## config.mk

```make
export PLATFORM = sky130hd
export DESIGN_NAME = instr_fetch_unit_flat
export DESIGN_NICKNAME = d
export VERILOG_FILES = /design/src/rtl/instr_fetch_unit_if.sv /design/src/rtl/instr_fetch_unit.sv /design/src/flat_wrapper.sv
export SDC_FILE = /design/constraint.sdc
export NUM_CORES = 1
export LEC_CHECK = 0
export CORE_MARGIN = 10
export CORE_UTILIZATION = 25
export DETAILED_ROUTE_END_ITERATION = 8
export SLEW_MARGIN = 25
export SYNTH_ARGS = -nofsm -noshare
export SYNTH_HDL_FRONTEND = slang
export SYNTH_SLANG_ARGS = --single-unit
```

## constraint.sdc

```tcl
create_clock -name clk -period 4.49 [get_ports clk]
set_input_delay 0.449 -clock clk [delete_from_list [all_inputs] [get_ports clk]]
set_output_delay 0.449 -clock clk [all_outputs]
set_load 0.02 [all_outputs]
```

## src/rtl/instr_fetch_unit_if.sv

```systemverilog
// Fetch-unit bus: the instruction memory read port and the decode issue
// handshake, including the decoder redirect controls fed back for next_pc.
interface instr_fetch_unit_if;
   logic        imem_req;
   logic [31:0] imem_addr;
   logic        imem_ack;
   logic [31:0] imem_rdata;
   logic [31:0] instr;
   logic [5:0]  opcode;
   logic [31:0] pc;
   logic        instr_valid;
   logic        id_ready;
   logic        branch_eq;
   logic        branch_ne;
   logic        jump;
   logic        zero;
   logic [31:0] retired;

   modport master (
      output imem_req, imem_addr, instr, opcode, pc, instr_valid, retired,
      input  imem_ack, imem_rdata, id_ready, branch_eq, branch_ne, jump, zero
   );

   modport slave (
      input  imem_req, imem_addr, instr, opcode, pc, instr_valid, retired,
      output imem_ack, imem_rdata, id_ready, branch_eq, branch_ne, jump, zero
   );
endinterface

```

## src/rtl/instr_fetch_unit.sv

```systemverilog
// Instruction fetch unit: requests the word at pc, holds it for decode, and
// advances pc (sequential, branch or jump) on each completed issue handshake.
//
// state | meaning
// IDLE  | post-reset bubble; moves to FETCH on the next edge
// FETCH | imem_req high at pc; waits (no timeout) for imem_ack
// ISSUE | instr held with instr_valid high until id_ready
module instr_fetch_unit #(
   parameter logic [31:0] RESET_PC = 32'h0000_0000
) (
   input logic              clk,
   input logic              rst,
   instr_fetch_unit_if.master bus
);

   typedef enum logic [1:0] {
      IDLE  = 2'd0,
      FETCH = 2'd1,
      ISSUE = 2'd2
   } state_t;

   state_t      state;
   state_t      state_nxt;

   logic [31:0] pc_q;
   logic [31:0] instr_q;
   logic [31:0] retired_q;

   logic        req;
   logic        valid;
   logic        load_instr;
   logic        handshake;

   logic [31:0] pc4;
   logic [31:0] branch_off;
   logic [31:0] jump_target;
   logic        taken;
   logic [31:0] next_pc;

   // State register; reset lands in IDLE immediately.
   always_ff @(posedge clk or posedge rst) begin
      if (rst) begin
         state <= IDLE;
      end else begin
         state <= state_nxt;
      end
   end

   // Next-state and per-state outputs. imem_ack only matters in FETCH and
   // id_ready only in ISSUE, so stray pulses elsewhere fall through.
   always_comb begin
      state_nxt  = state;
      req        = 1'b0;
      valid      = 1'b0;
      load_instr = 1'b0;
      handshake  = 1'b0;
      case (state)
         IDLE: begin
            state_nxt = FETCH;
         end
         FETCH: begin
            req = 1'b1;
            if (bus.imem_ack) begin
               load_instr = 1'b1;
               state_nxt  = ISSUE;
            end
         end
         ISSUE: begin
            valid = 1'b1;
            if (bus.id_ready) begin
               handshake = 1'b1;
               state_nxt = FETCH;
            end
         end
         default: begin
            state_nxt = IDLE;
         end
      endcase
   end

   // Redirect target for the held instruction. Jump beats any branch; with
   // both branch flavours set, taken is simply the OR of the two conditions.
   always_comb begin
      pc4         = pc_q + 32'd4;
      branch_off  = {{14{instr_q[15]}}, instr_q[15:0], 2'b00};
      jump_target = {pc4[31:28], instr_q[25:0], 2'b00};
      taken       = (bus.branch_eq & bus.zero) | (bus.branch_ne & ~bus.zero);
      next_pc     = pc4;
      if (bus.jump) begin
         next_pc = jump_target;
      end else if (taken) begin
         next_pc = pc4 + branch_off;
      end
   end

   // Datapath: capture the fetched word, then advance pc and the retire count
   // on the issue handshake.
   always_ff @(posedge clk or posedge rst) begin
      if (rst) begin
         pc_q      <= RESET_PC;
         instr_q   <= 32'd0;
         retired_q <= 32'd0;
      end else begin
         if (load_instr) begin
            instr_q <= bus.imem_rdata;
         end
         if (handshake) begin
            pc_q      <= next_pc;
            retired_q <= retired_q + 32'd1;
         end
      end
   end

   assign bus.imem_req    = req;
   assign bus.imem_addr   = pc_q;
   assign bus.instr       = instr_q;
   assign bus.opcode      = instr_q[31:26];
   assign bus.pc          = pc_q;
   assign bus.instr_valid = valid;
   assign bus.retired     = retired_q;

endmodule

```

## src/flat_wrapper.sv

```systemverilog
// flat-port wrapper written by rule: the top's interface ports become plain ports
module instr_fetch_unit_flat 
#(
   parameter logic [31:0] RESET_PC = 32'h0000_0000
)
  (clk, rst, bus_imem_req, bus_imem_addr, bus_instr, bus_opcode, bus_pc, bus_instr_valid, bus_retired, bus_imem_ack, bus_imem_rdata, bus_id_ready, bus_branch_eq, bus_branch_ne, bus_jump, bus_zero);
  instr_fetch_unit_if bus_i ();
  input logic clk;
  input logic rst;
  output wire logic [$bits(bus_i.imem_req)-1:0] bus_imem_req;
  output wire logic [$bits(bus_i.imem_addr)-1:0] bus_imem_addr;
  output wire logic [$bits(bus_i.instr)-1:0] bus_instr;
  output wire logic [$bits(bus_i.opcode)-1:0] bus_opcode;
  output wire logic [$bits(bus_i.pc)-1:0] bus_pc;
  output wire logic [$bits(bus_i.instr_valid)-1:0] bus_instr_valid;
  output wire logic [$bits(bus_i.retired)-1:0] bus_retired;
  input wire logic [$bits(bus_i.imem_ack)-1:0] bus_imem_ack;
  input wire logic [$bits(bus_i.imem_rdata)-1:0] bus_imem_rdata;
  input wire logic [$bits(bus_i.id_ready)-1:0] bus_id_ready;
  input wire logic [$bits(bus_i.branch_eq)-1:0] bus_branch_eq;
  input wire logic [$bits(bus_i.branch_ne)-1:0] bus_branch_ne;
  input wire logic [$bits(bus_i.jump)-1:0] bus_jump;
  input wire logic [$bits(bus_i.zero)-1:0] bus_zero;
  assign bus_imem_req = bus_i.imem_req;
  assign bus_imem_addr = bus_i.imem_addr;
  assign bus_instr = bus_i.instr;
  assign bus_opcode = bus_i.opcode;
  assign bus_pc = bus_i.pc;
  assign bus_instr_valid = bus_i.instr_valid;
  assign bus_retired = bus_i.retired;
  assign bus_i.imem_ack = bus_imem_ack;
  assign bus_i.imem_rdata = bus_imem_rdata;
  assign bus_i.id_ready = bus_id_ready;
  assign bus_i.branch_eq = bus_branch_eq;
  assign bus_i.branch_ne = bus_branch_ne;
  assign bus_i.jump = bus_jump;
  assign bus_i.zero = bus_zero;
  instr_fetch_unit #(.RESET_PC(RESET_PC)) u_core (.clk(clk), .rst(rst), .bus(bus_i));
endmodule
```

==> impl_table.tex, run 1 <==
\begin{tabular}{lr}
\hline
Metric & Value \\
\hline
\multicolumn{2}{l}{\textbf{Clocking}} \\
Buffer type at the clock tree root & clkbuf\_16 \\
Clk buf depth & 2 \\
Post-CTS repair timing setup buffer count & 0 \\
Post-cts repair resize count & 0 \\
Clock transition at the registers of the reported paths & 0.08 ns \\
TritonCTS Sinks & 96 \\
Htree depth & 3 \\
Number of buffers created by CTS & 9 \\
Clock tree from TritonCTS & yes \\
Number of buffers inserted by hold repair at cts & 0 \\
Later-pin clock latency in the skew report & 0.36 ns \\
\multicolumn{2}{l}{\textbf{Final layout}} \\
Share of final-layout standard cells stronger than drive strength 1 & 8.75\% \\
Post-layout instance count excluding filler cells & 1221 \\
Synth-to-Final Area Change & 31.6\% \\
Highest-count cells in the layout ignoring fill and taps & clkdlybuf4s50\_1, nand2\_1, dfrtp\_1 \\
Antenna fix cells & 0 \\
Leading cell type in the layout, fill and taps excluded & clkdlybuf4s50\_1 \\
Final core utilization & 33.2\% \\
Final net count & 954 \\
Count of fill cells added during filler insertion & 2785 \\
\multicolumn{2}{l}{\textbf{Placement}} \\
Count of port buffers added during placement & 171 \\
DP Cell Count & 1205 \\
Detail Placement HPWL & 16200 um \\
Weighted congestion at the end of routability-driven global placement & 0.837 \\
\multicolumn{2}{l}{\textbf{GRT}} \\
Most utilized layer in the global route result & met2 \\
Aggregate global-route resource usage & 12.1\% \\
Wire length of the first global-routing pass & 32900 um \\
Met3 layer usage reported by global route & 2.80\% \\
Met1 usage & 14.3\% \\
Met2 global-route usage & 21.3\% \\
Total grt overflow & 0 \\
Initial antenna violation count & 1 \\
Maximum number of pins on one net before global-route repair & 75 \\
Vias in the first global route & 5812 \\
\multicolumn{2}{l}{\textbf{STA}} \\
Tmin final & 4.04 ns \\
Final setup violating endpoints & 0 \\
Highest Clock Rate & 247 MHz \\
Max Transition Viols Final & 0 \\
Clk\_skew & 0.00975 ns \\
Relative slew margins & 36.8\% \\
Worst Max-Slew Pin Slew & 0.928 ns \\
Number of hold violations in the final report & 0 \\
Unrepaired setup endpoints after global routing & no \\
Post-route clock period utilization & 90.0\% \\
Setup\_tns & 0 ns \\
\multicolumn{2}{l}{\textbf{Yosys}} \\
Cell type with the highest aggregate area in the netlist & dfrtp\_1 \\
Flip-flop and latch count after synthesis & 96 \\
Fraction of the yosys area taken by sequential cells & 35.6\% \\
Most common flop cell mapped by yosys & dfrtp\_1 \\
Post-synthesis async set-or-reset flop share & 100\% \\
Synth top area share & 35.6\% \\
Main area contributors after synthesis & dfrtp\_1, ha\_1, xnor2\_1 \\
Mapped Avg Cell Area & 9.05 sq um \\
Summed instance area of the synthesized netlist & 0.00675 sq mm \\
Post-Synthesis Cells & 745 \\
Number of flops mapped to enable cells by yosys & 0 \\
Number of distinct standard cells referenced by the synthesized netlist & 72 \\
Yosys warnings & 0 \\
\multicolumn{2}{l}{\textbf{Floorplan}} \\
DIE HEIGHT & 184 um \\
Initial core utilization & 25.2\% \\
Ports placed on the boundary & 176 \\
Standard-cell rows & 60 \\
Floorplan core area & 0.0267 sq mm \\
Floorplan die width & 184 um \\
Die Area & 0.0340 sq mm \\
\multicolumn{2}{l}{\textbf{Setup path}} \\
Capturing element type of the critical path & flip-flop \\
Arrival time worst endpoint & 4.28 ns \\
Largest fanout on the critical path & 8 \\
Kind of critical path & flip-flop to flip-flop \\
CP Data Required Time & 4.73 ns \\
Startpoint types & flip-flop \\
\multicolumn{2}{l}{\textbf{Routing}} \\
DRT Pass-1 Iters & 5 \\
Wire length reported by the detailed router & 21000 um \\
Detail Route Antenna Nets & 0 \\
Vias per Instance & 4.83 \\
Number of vias in the routed layout & 5895 \\
\# DRC & 0 \\
Routed WL per cell & 17.2 um \\
Detailed Route Iter0 Violations & 451 \\
\multicolumn{2}{l}{\textbf{Outcome}} \\
Run status & completed \\
\multicolumn{2}{l}{\textbf{Power and ir drop}} \\
Leak & 3.68 nW \\
Pwr dens & 775 mW/mm\^{}2 \\
Peak supply drop & 0.000303 V \\
\multicolumn{2}{l}{\textbf{Min path}} \\
Worst min-delay path category & flip-flop to flip-flop \\
\multicolumn{2}{l}{\textbf{Flow run}} \\
Maxcap violations & 0 \\
\hline
\end{tabular}
-- flip-flops by register name, indices dropped and copies added (netlist names) --
name                  flops
u_core.bus.imem_addr     30
u_core.bus.retired       32
u_core.bus.instr         32
u_core.state              2
-- critical path, stage by stage, from the launching register on --
cell,delay (ns)
dfrtp_1,0.48
and4_1,0.29
and4_4,0.28
nand4_1,0.21
or3_1,0.43
nor2_1,0.14
xor2_1,0.22
ha_1,0.34
o21ai_0,0.20
nand2b_1,0.09
a21boi_0,0.15
a221oi_1,0.44
o311ai_1,0.26
a22o_1,0.25
o2111ai_1,0.08
nand3_1,0.08
-- path summary, 6_finish.rpt --
path	from	end	slack (ns)	cells after the start
min in group asynchronous	rst	u_core.bus.instr[31]	0.57	2
setup reg to reg	u_core.bus.imem_addr[5]	u_core.bus.imem_addr[31]	0.45	15
hold reg to reg	u_core.bus.retired[31]	u_core.bus.retired[31]	0.49	1
hold / removal	u_core.bus.retired[31]	u_core.bus.retired[31]	0.49	1
setup / recovery	u_core.bus.imem_addr[5]	u_core.bus.imem_addr[31]	0.45	15
max in group asynchronous	rst	u_core.bus.imem_addr[19]	3.12	3
-- through the flow --
| step | total power [W] | setup WS, ns | hold WS, ns | instance area, sq um |
|---|---|---|---|---|
| 2_1_floorplan | 0.00466 | 0.779 | 0.455 | 6760 |
| 3_3_place_gp | 0.00608 | 0.596 | 0.466 | 8570 |
| 3_5_place_dp | 0.00610 | 0.483 | 0.481 | 8570 |
| 4_1_cts | 0.00694 | 0.486 | 0.496 | 8870 |
| 5_1_grt | 0.00744 | 0.131 | 0.517 | 8880 |
| 6_report | 0.00688 | 0.448 | 0.494 | 8880 |
-- report_power, final --
part	internal [W]	switching, W	leakage, nW
Clock	0.000399	0.000407	0.150
Sequential	0.00115	0.000440	1.21
Combinational	0.00204	0.00244	2.32
Total	0.00359	0.00329	3.68
-- routing by layer --
| metal | up-vias | part of all wire (%) |
|---|---|---|
| li1 | 2853 | - |
| met1 | 2870 | 43 |
| met2 | 146 | 50 |
| met3 | 24 | 5.1 |
| met4 | 2 | 1.5 |
| met5 | - | 0.033 |
-- cells in the mapped netlist (6+ instances only) --
library cell	count
dfrtp_1	96
buf_4	41
nand3_1	25
clkbuf_1	20
nor3_1	10
xnor2_1	50
inv_1	14
ha_1	38
mux2_2	33
o211ai_1	11
nor2_1	54
xor2_1	29
nand2_1	99
o21ai_1	10
nand4_1	13
a211oi_1	11
a21oi_1	37
a21o_1	13
o21ai_0	36
a31oi_1	6
and3_1	14
-- cell type report --
cell class	count	area (sq um)	share of cell area [%]
Multi-Input combinational cell	574	3910	44.0
Sequential cell	96	2400	27.1
Timing Repair Buffer	180	1780	20.0
Tap cell	341	427	4.81
Clock buffer	9	225	2.54
Clock inverter	7	81.3	0.916
Inverter	14	57.6	0.648
-- logic make-up after synthesis --
logic type / count (synthesis) / share of synthesized area, %
simple gates: 249 / 17.6
compound gates: 167 / 16.3
flops: 96 / 35.6
xor+xnor: 79 / 10.3
buf+inv: 78 / 6.88
fa+ha+maj: 39 / 7.35
mux: 36 / 5.95
other cells: 1 / 0.0556
No activity file was read; power rests on OpenSTA's default activity.
==> run 2, diff against run 1 <==
CORE_UTILIZATION = 30   (was 25)
==> impl_table.tex, run 2 (synthesis gave the netlist of run 1 again) <==
\begin{tabular}{lr}
\hline
Metric & Value \\
\hline
\multicolumn{2}{l}{\textbf{STA}} \\
Tmin final & 4.10 ns (was 4.04 ns) \\
Post-route clock period utilization & 91.2\% (was 90.0\%) \\
Final setup violating endpoints & 0 (unchanged) \\
Setup\_tns & 0 ns (unchanged) \\
Highest Clock Rate & 244 MHz (was 247 MHz) \\
Worst hold slack & 0.476 ns (was 0.494 ns) \\
Clk\_skew & 0.00844 ns (was 0.00975 ns) \\
Worst Max-Slew Pin Slew & 0.779 ns (was 0.928 ns) \\
Number of hold violations in the final report & 0 (unchanged) \\
Unrepaired setup endpoints after global routing & no (unchanged) \\
Max Transition Viols Final & 0 (unchanged) \\
Relative slew margins & 47.0\% (was 36.8\%) \\
\multicolumn{2}{l}{\textbf{Clocking}} \\
Clk buf depth & 2 (unchanged) \\
Clock tree from TritonCTS & yes (unchanged) \\
Clock transition at the registers of the reported paths & 0.07 ns (was 0.08 ns) \\
TritonCTS Sinks & 96 (unchanged) \\
Post-cts repair resize count & 0 (unchanged) \\
Number of buffers inserted by hold repair at cts & 0 (unchanged) \\
Htree depth & 3 (unchanged) \\
Post-CTS repair timing setup buffer count & 0 (unchanged) \\
Buffer type at the clock tree root & clkbuf\_16 (unchanged) \\
Number of buffers created by CTS & 9 (unchanged) \\
Later-pin clock latency in the skew report & 0.36 ns (about the same) \\
\multicolumn{2}{l}{\textbf{Placement}} \\
Post-Place Cell Area & 0.00850 sq mm (was 0.00857 sq mm) \\
Weighted congestion at the end of routability-driven global placement & 0.916 (was 0.837) \\
Detail Placement HPWL & 16000 um (was 16200 um) \\
Count of port buffers added during placement & 171 (unchanged) \\
\multicolumn{2}{l}{\textbf{GRT}} \\
Maximum number of pins on one net before global-route repair & 59 (was 75) \\
Vias in the first global route & 5855 (was 5812) \\
Aggregate global-route resource usage & 14.2\% (was 12.1\%) \\
Total grt overflow & 0 (unchanged) \\
Initial antenna violation count & 0 (was 1) \\
Wire length of the first global-routing pass & 33200 um (was 32900 um) \\
\multicolumn{2}{l}{\textbf{Final layout}} \\
Share of final-layout standard cells stronger than drive strength 1 & 8.85\% (was 8.75\%) \\
Leading cell type in the layout, fill and taps excluded & clkdlybuf4s50\_1 (unchanged) \\
Post-route cell area & 0.00880 sq mm (was 0.00888 sq mm) \\
Count of fill cells added during filler insertion & 2217 (was 2785) \\
Multi-input gate area & 0.00391 sq mm (unchanged) \\
Area of all sequential standard cells & 0.00240 sq mm (unchanged) \\
Highest-count cells in the layout ignoring fill and taps & clkdlybuf4s50\_1, nand2\_1, dfrtp\_1 (unchanged) \\
Final net count & 955 (was 954) \\
Synth-to-Final Area Change & 30.4\% (was 31.6\%) \\
Antenna fix cells & 0 (unchanged) \\
\multicolumn{2}{l}{\textbf{Floorplan}} \\
Floorplan die width & 170 um (was 184 um) \\
Initial core utilization & 30.7\% (was 25.2\%) \\
Die Area & 0.0289 sq mm (was 0.0340 sq mm) \\
Ports placed on the boundary & 176 (unchanged) \\
Standard-cell rows & 54 (was 60) \\
DIE HEIGHT & 170 um (was 184 um) \\
Floorplan core area & 0.0220 sq mm (was 0.0267 sq mm) \\
\multicolumn{2}{l}{\textbf{Setup path}} \\
Capturing element type of the critical path & flip-flop (unchanged) \\
Arrival time worst endpoint & 4.33 ns (was 4.28 ns) \\
Startpoint types & flip-flop (unchanged) \\
Most common cell type on the critical path & nand2\_1 \\
Maximum cell stage delay along the critical path & 0.53 ns (was 0.48 ns) \\
CP Data Required Time & 4.72 ns (was 4.73 ns) \\
Kind of critical path & flip-flop to flip-flop (unchanged) \\
Worst-case register-to-register setup slack & 0.39 ns (was 0.45 ns) \\
Ordered cell list for the critical path & and4\_1 > and4\_4 > nand2\_1 > nor3\_1 > nand2\_1 > xnor2\_1 > ha\_1 > a21oi\_1 > inv\_1 > a211oi\_1 > a21boi\_1 > o211ai\_1 > nand2\_1 > o311ai\_1 > nand3\_1 > nand4b\_1 > nand3\_1 (was and4\_1 > and4\_4 > nand4\_1 > or3\_1 > nor2\_1 > xor2\_1 > ha\_1 > o21ai\_0 > nand2b\_1 > a21boi\_0 > a221oi\_1 > o311ai\_1 > a22o\_1 > o2111ai\_1 > nand3\_1) \\
Cell type of the slowest stage on the worst timing path & o311ai\_1 (was dfrtp\_1) \\
Largest fanout on the critical path & 8 (unchanged) \\
\multicolumn{2}{l}{\textbf{Routing}} \\
Routed wire length on met3 & 1390 um (was 1070 um) \\
Vias per Instance & 5.06 (was 4.83) \\
DRT Pass-1 Iters & 5 (unchanged) \\
Detailed Route Iter0 Violations & 514 (was 451) \\
\# DRC & 0 (unchanged) \\
Met2 wirelength from detailed routing & 9920 um (was 10600 um) \\
Highest signal layer in the routed design & met4 (was met5) \\
Routed metal-1 wire length & 8910 um (was 9020 um) \\
Detail Route Antenna Nets & 0 (unchanged) \\
Wire length reported by the detailed router & 20400 um (was 21000 um) \\
Number of vias in the routed layout & 5874 (was 5895) \\
Routed WL per cell & 17.6 um (was 17.2 um) \\
\multicolumn{2}{l}{\textbf{Power and ir drop}} \\
Pwr dens & 779 mW/mm\^{}2 (was 775 mW/mm\^{}2) \\
Peak supply drop & 0.000397 V (was 0.000303 V) \\
Leak & 3.69 nW (was 3.68 nW) \\
\multicolumn{2}{l}{\textbf{Min path}} \\
Worst min-delay path category & flip-flop to flip-flop (unchanged) \\
\multicolumn{2}{l}{\textbf{Outcome}} \\
Run status & completed (unchanged) \\
\multicolumn{2}{l}{\textbf{Flow run}} \\
Maxcap violations & 0 (unchanged) \\
\hline
\end{tabular}
## run 2: cell types whose count changed in the layout (fill, tap and decap cells not counted)
cell / delta
clkinv_8: -1
inv_6: -1
inv_4: +1
clkinv_4: +1
buf_4: +1
## run 2: layout make-up
class | instances | area share [%]
Multi-Input combinational cell | 574 | 44.4
Inverter | 14 | 0.626
Clock inverter | 7 | 0.839
Timing Repair Buffer | 181 | 20.3
Clock buffer | 9 | 2.56
Tap cell | 280 | 3.98
Sequential cell | 96 | 27.3
## run 2: path summary, 6_finish.rpt
kind	start	endpoint	cells past startpoint
worst min-delay path	u_core.bus.retired[31]	u_core.bus.retired[31]	1
min in group asynchronous	rst	u_core.bus.retired[24]	2
worst max register to register	u_core.bus.imem_addr[5]	u_core.bus.imem_addr[31]	17
max in group asynchronous	rst	u_core.bus.imem_addr[15]	3
worst min register to register	u_core.bus.retired[31]	u_core.bus.retired[31]	1
worst max-delay path	u_core.bus.imem_addr[5]	u_core.bus.imem_addr[31]	17
## run 2: power by group
part / switching (W) / total [W] / internal (W) / leakage [nW]
sequential: 0.000428 / 0.00158 / 0.00115 / 1.21
combinational: 0.00245 / 0.00450 / 0.00204 / 2.32
clock: 0.000382 / 0.000777 / 0.000395 / 0.147
## run 2: per-stage QoR
| stage | util, % | power [W] | setup WS, ns | std cells |
|---|---|---|---|---|
| 2_1_floorplan | - | 0.00466 | 0.779 | 748 |
| 3_3_place_gp | 38.7 | 0.00609 | 0.544 | 1145 |
| 3_5_place_dp | 38.7 | 0.00609 | 0.447 | 1145 |
| 4_1_cts | 40.1 | 0.00691 | 0.424 | 1161 |
| 5_1_grt | 40.1 | 0.00743 | 0.0685 | 1161 |
| 6_report | 40.1 | 0.00686 | 0.393 | 1161 |
## run 2: per-layer routing
layer,GRT usage [%],vias to the layer above
met3,4.05,11
met4,3.17,0
met1,18.0,2838
met2,23.6,161
li1,-,2864
met5,0,-
## run 2: worst max-delay path: cells and delay by family (launching register included)
family,cells,cell delay [ns]
xor gates and xnor gates,1,0.17
buffers and inverters,1,0.09
adders and majority gates,1,0.39
AOI/OAI and AO/OA,5,1.11
and+or+nand+nor,9,1.73
DFF,1,0.49
==> run 3, diff against run 2 <==
GPL_ROUTABILITY_DRIVEN = 0   (was default)
==> impl_table.tex, run 3 (synthesis gave the netlist of run 1 again) <==
\begin{tabular}{lr}
\hline
Metric & Value \\
\hline
\multicolumn{2}{l}{\textbf{Final layout}} \\
Share of final-layout standard cells stronger than drive strength 1 & 8.75\% (was 8.85\%) \\
Post-route cell area & 0.00880 sq mm (about the same) \\
Highest-count cells in the layout ignoring fill and taps & clkdlybuf4s50\_1, nand2\_1, dfrtp\_1 (unchanged) \\
Post-layout instance count excluding filler cells & 1161 (unchanged) \\
Synth-to-Final Area Change & 30.4\% (about the same) \\
Leading cell type in the layout, fill and taps excluded & clkdlybuf4s50\_1 (unchanged) \\
Final core utilization & 40.1\% (about the same) \\
Final net count & 954 (was 955) \\
Area of all sequential standard cells & 0.00240 sq mm (unchanged) \\
Multi-input gate area & 0.00391 sq mm (unchanged) \\
Count of fill cells added during filler insertion & 2140 (was 2217) \\
\multicolumn{2}{l}{\textbf{GRT}} \\
Total grt overflow & 0 (unchanged) \\
Wire length of the first global-routing pass & 32600 um (was 33200 um) \\
Maximum number of pins on one net before global-route repair & 76 (was 59) \\
Initial antenna violation count & 1 (was 0) \\
Aggregate global-route resource usage & 14.1\% (was 14.2\%) \\
Vias in the first global route & 5663 (was 5855) \\
\multicolumn{2}{l}{\textbf{Routing}} \\
Vias per Instance & 5.00 (was 5.06) \\
\# DRC & 0 (unchanged) \\
Number of vias in the routed layout & 5807 (was 5874) \\
Routed WL per cell & 17.7 um (was 17.6 um) \\
Wire length reported by the detailed router & 20600 um (was 20400 um) \\
Detailed Route Iter0 Violations & 448 (was 514) \\
DRT Pass-1 Iters & 5 (unchanged) \\
Detail Route Antenna Nets & 0 (unchanged) \\
\multicolumn{2}{l}{\textbf{Clocking}} \\
Post-CTS repair timing setup buffer count & 0 (unchanged) \\
Clk buf depth & 2 (unchanged) \\
Later-pin clock latency in the skew report & 0.37 ns (was 0.36 ns) \\
Htree depth & 3 (unchanged) \\
Clock tree from TritonCTS & yes (unchanged) \\
Buffer type at the clock tree root & clkbuf\_16 (unchanged) \\
TritonCTS Sinks & 96 (unchanged) \\
Number of buffers inserted by hold repair at cts & 0 (unchanged) \\
Post-cts repair resize count & 0 (unchanged) \\
Clock transition at the registers of the reported paths & 0.08 ns (was 0.07 ns) \\
Number of buffers created by CTS & 9 (unchanged) \\
\multicolumn{2}{l}{\textbf{STA}} \\
Highest Clock Rate & 246 MHz (was 244 MHz) \\
Worst Max-Slew Pin Slew & 0.695 ns (was 0.779 ns) \\
Post-route clock period utilization & 90.4\% (was 91.2\%) \\
Worst hold slack & 0.472 ns (was 0.476 ns) \\
Tmin final & 4.06 ns (was 4.10 ns) \\
Unrepaired setup endpoints after global routing & no (unchanged) \\
Max Transition Viols Final & 0 (unchanged) \\
Clk\_skew & 0.00858 ns (was 0.00844 ns) \\
Final setup violating endpoints & 0 (unchanged) \\
Relative slew margins & 53.6\% (was 47.0\%) \\
Setup\_tns & 0 ns (unchanged) \\
Number of hold violations in the final report & 0 (unchanged) \\
\multicolumn{2}{l}{\textbf{Power and ir drop}} \\
Leak & 3.68 nW (was 3.69 nW) \\
Peak supply drop & 0.000392 V (was 0.000397 V) \\
Pwr dens & 778 mW/mm\^{}2 (was 779 mW/mm\^{}2) \\
\multicolumn{2}{l}{\textbf{Flow run}} \\
Maxcap violations & 0 (unchanged) \\
\multicolumn{2}{l}{\textbf{Floorplan}} \\
DIE HEIGHT & 170 um (unchanged) \\
Ports placed on the boundary & 176 (unchanged) \\
Floorplan die width & 170 um (unchanged) \\
Standard-cell rows & 54 (unchanged) \\
Floorplan core area & 0.0220 sq mm (unchanged) \\
Die Area & 0.0289 sq mm (unchanged) \\
Initial core utilization & 30.7\% (unchanged) \\
\multicolumn{2}{l}{\textbf{Placement}} \\
Count of port buffers added during placement & 171 (unchanged) \\
Detail Placement HPWL & 15800 um (was 16000 um) \\
DP Cell Count & 1144 (was 1145) \\
Post-Place Cell Area & 0.00849 sq mm (was 0.00850 sq mm) \\
\multicolumn{2}{l}{\textbf{Setup path}} \\
CP Data Required Time & 4.73 ns (was 4.72 ns) \\
Capturing element type of the critical path & flip-flop (unchanged) \\
Arrival time worst endpoint & 4.30 ns (was 4.33 ns) \\
Largest fanout on the critical path & 8 (unchanged) \\
Kind of critical path & flip-flop to flip-flop (unchanged) \\
Startpoint types & flip-flop (unchanged) \\
\multicolumn{2}{l}{\textbf{Outcome}} \\
Run status & completed (unchanged) \\
\multicolumn{2}{l}{\textbf{Min path}} \\
Worst min-delay path category & flip-flop to flip-flop (unchanged) \\
\hline
\end{tabular}
run 3: metal layers:
metal	global-route usage (%)	vias to the layer above	routed length (um)	part of all wire (%)
li1	-	2883	-	-
met1	17.4	2746	8980	44
met2	23.4	161	9940	48
met3	4.47	17	1390	6.8
met4	3.62	0	245	1.2
met5	0	-	0	0
run 3: critical path: stages, from the launching register on:
cell       delay (ns)
dfrtp_1          0.48
and4_1           0.29
and4_4           0.28
nand4_1          0.20
or3_1            0.43
nor2_1           0.13
xor2_1           0.22
ha_1             0.34
o21ai_0          0.18
nand2b_1         0.08
a21boi_0         0.14
a221oi_1         0.45
o311ai_1         0.28
a22o_1           0.26
o2111ai_1        0.09
nand3_1          0.09
run 3: report_power, final:
part	total [W]	leakage, nW	switching (W)	internal (W)
combinational	0.00448	2.32	0.00244	0.00204
sequential	0.00158	1.21	0.000423	0.00115
clock	0.000793	0.144	0.000398	0.000395
total	0.00685	3.68	0.00326	0.00359
run 3: cell type report:
cell class | instances | share of cell area, %
multi-input cells | 574 | 44.4
clock buffers | 9 | 2.56
well taps | 280 | 3.98
diodes | 1 | 0.0284
inverters | 14 | 0.654
repair buffers | 180 | 20.2
clock inverters | 7 | 0.853
flip-flops and latches | 96 | 27.3
run 3: final timing paths:
| check | start | to | slack [ns] | cells after the start |
|---|---|---|---|---|
| worst max register to register | u_core.bus.imem_addr[5] | u_core.bus.imem_addr[31] | 0.43 | 15 |
| worst min-delay path | u_core.bus.retired[31] | u_core.bus.retired[31] | 0.47 | 1 |
| worst max-delay path | u_core.bus.imem_addr[5] | u_core.bus.imem_addr[31] | 0.43 | 15 |
| worst min register to register | u_core.bus.retired[31] | u_core.bus.retired[31] | 0.47 | 1 |
| min in group asynchronous | rst | u_core.bus.instr[26] | 0.57 | 2 |
| max in group asynchronous | rst | u_core.bus.instr[19] | 3.11 | 3 |
run 3: through the flow:
stage          setup slack (ns)  total power [W]
3_5_place_dp              0.445          0.00607
2_1_floorplan             0.779          0.00466
4_1_cts                   0.441          0.00691
6_report                  0.431          0.00685
3_3_place_gp              0.581          0.00607
5_1_grt                  0.0624          0.00743
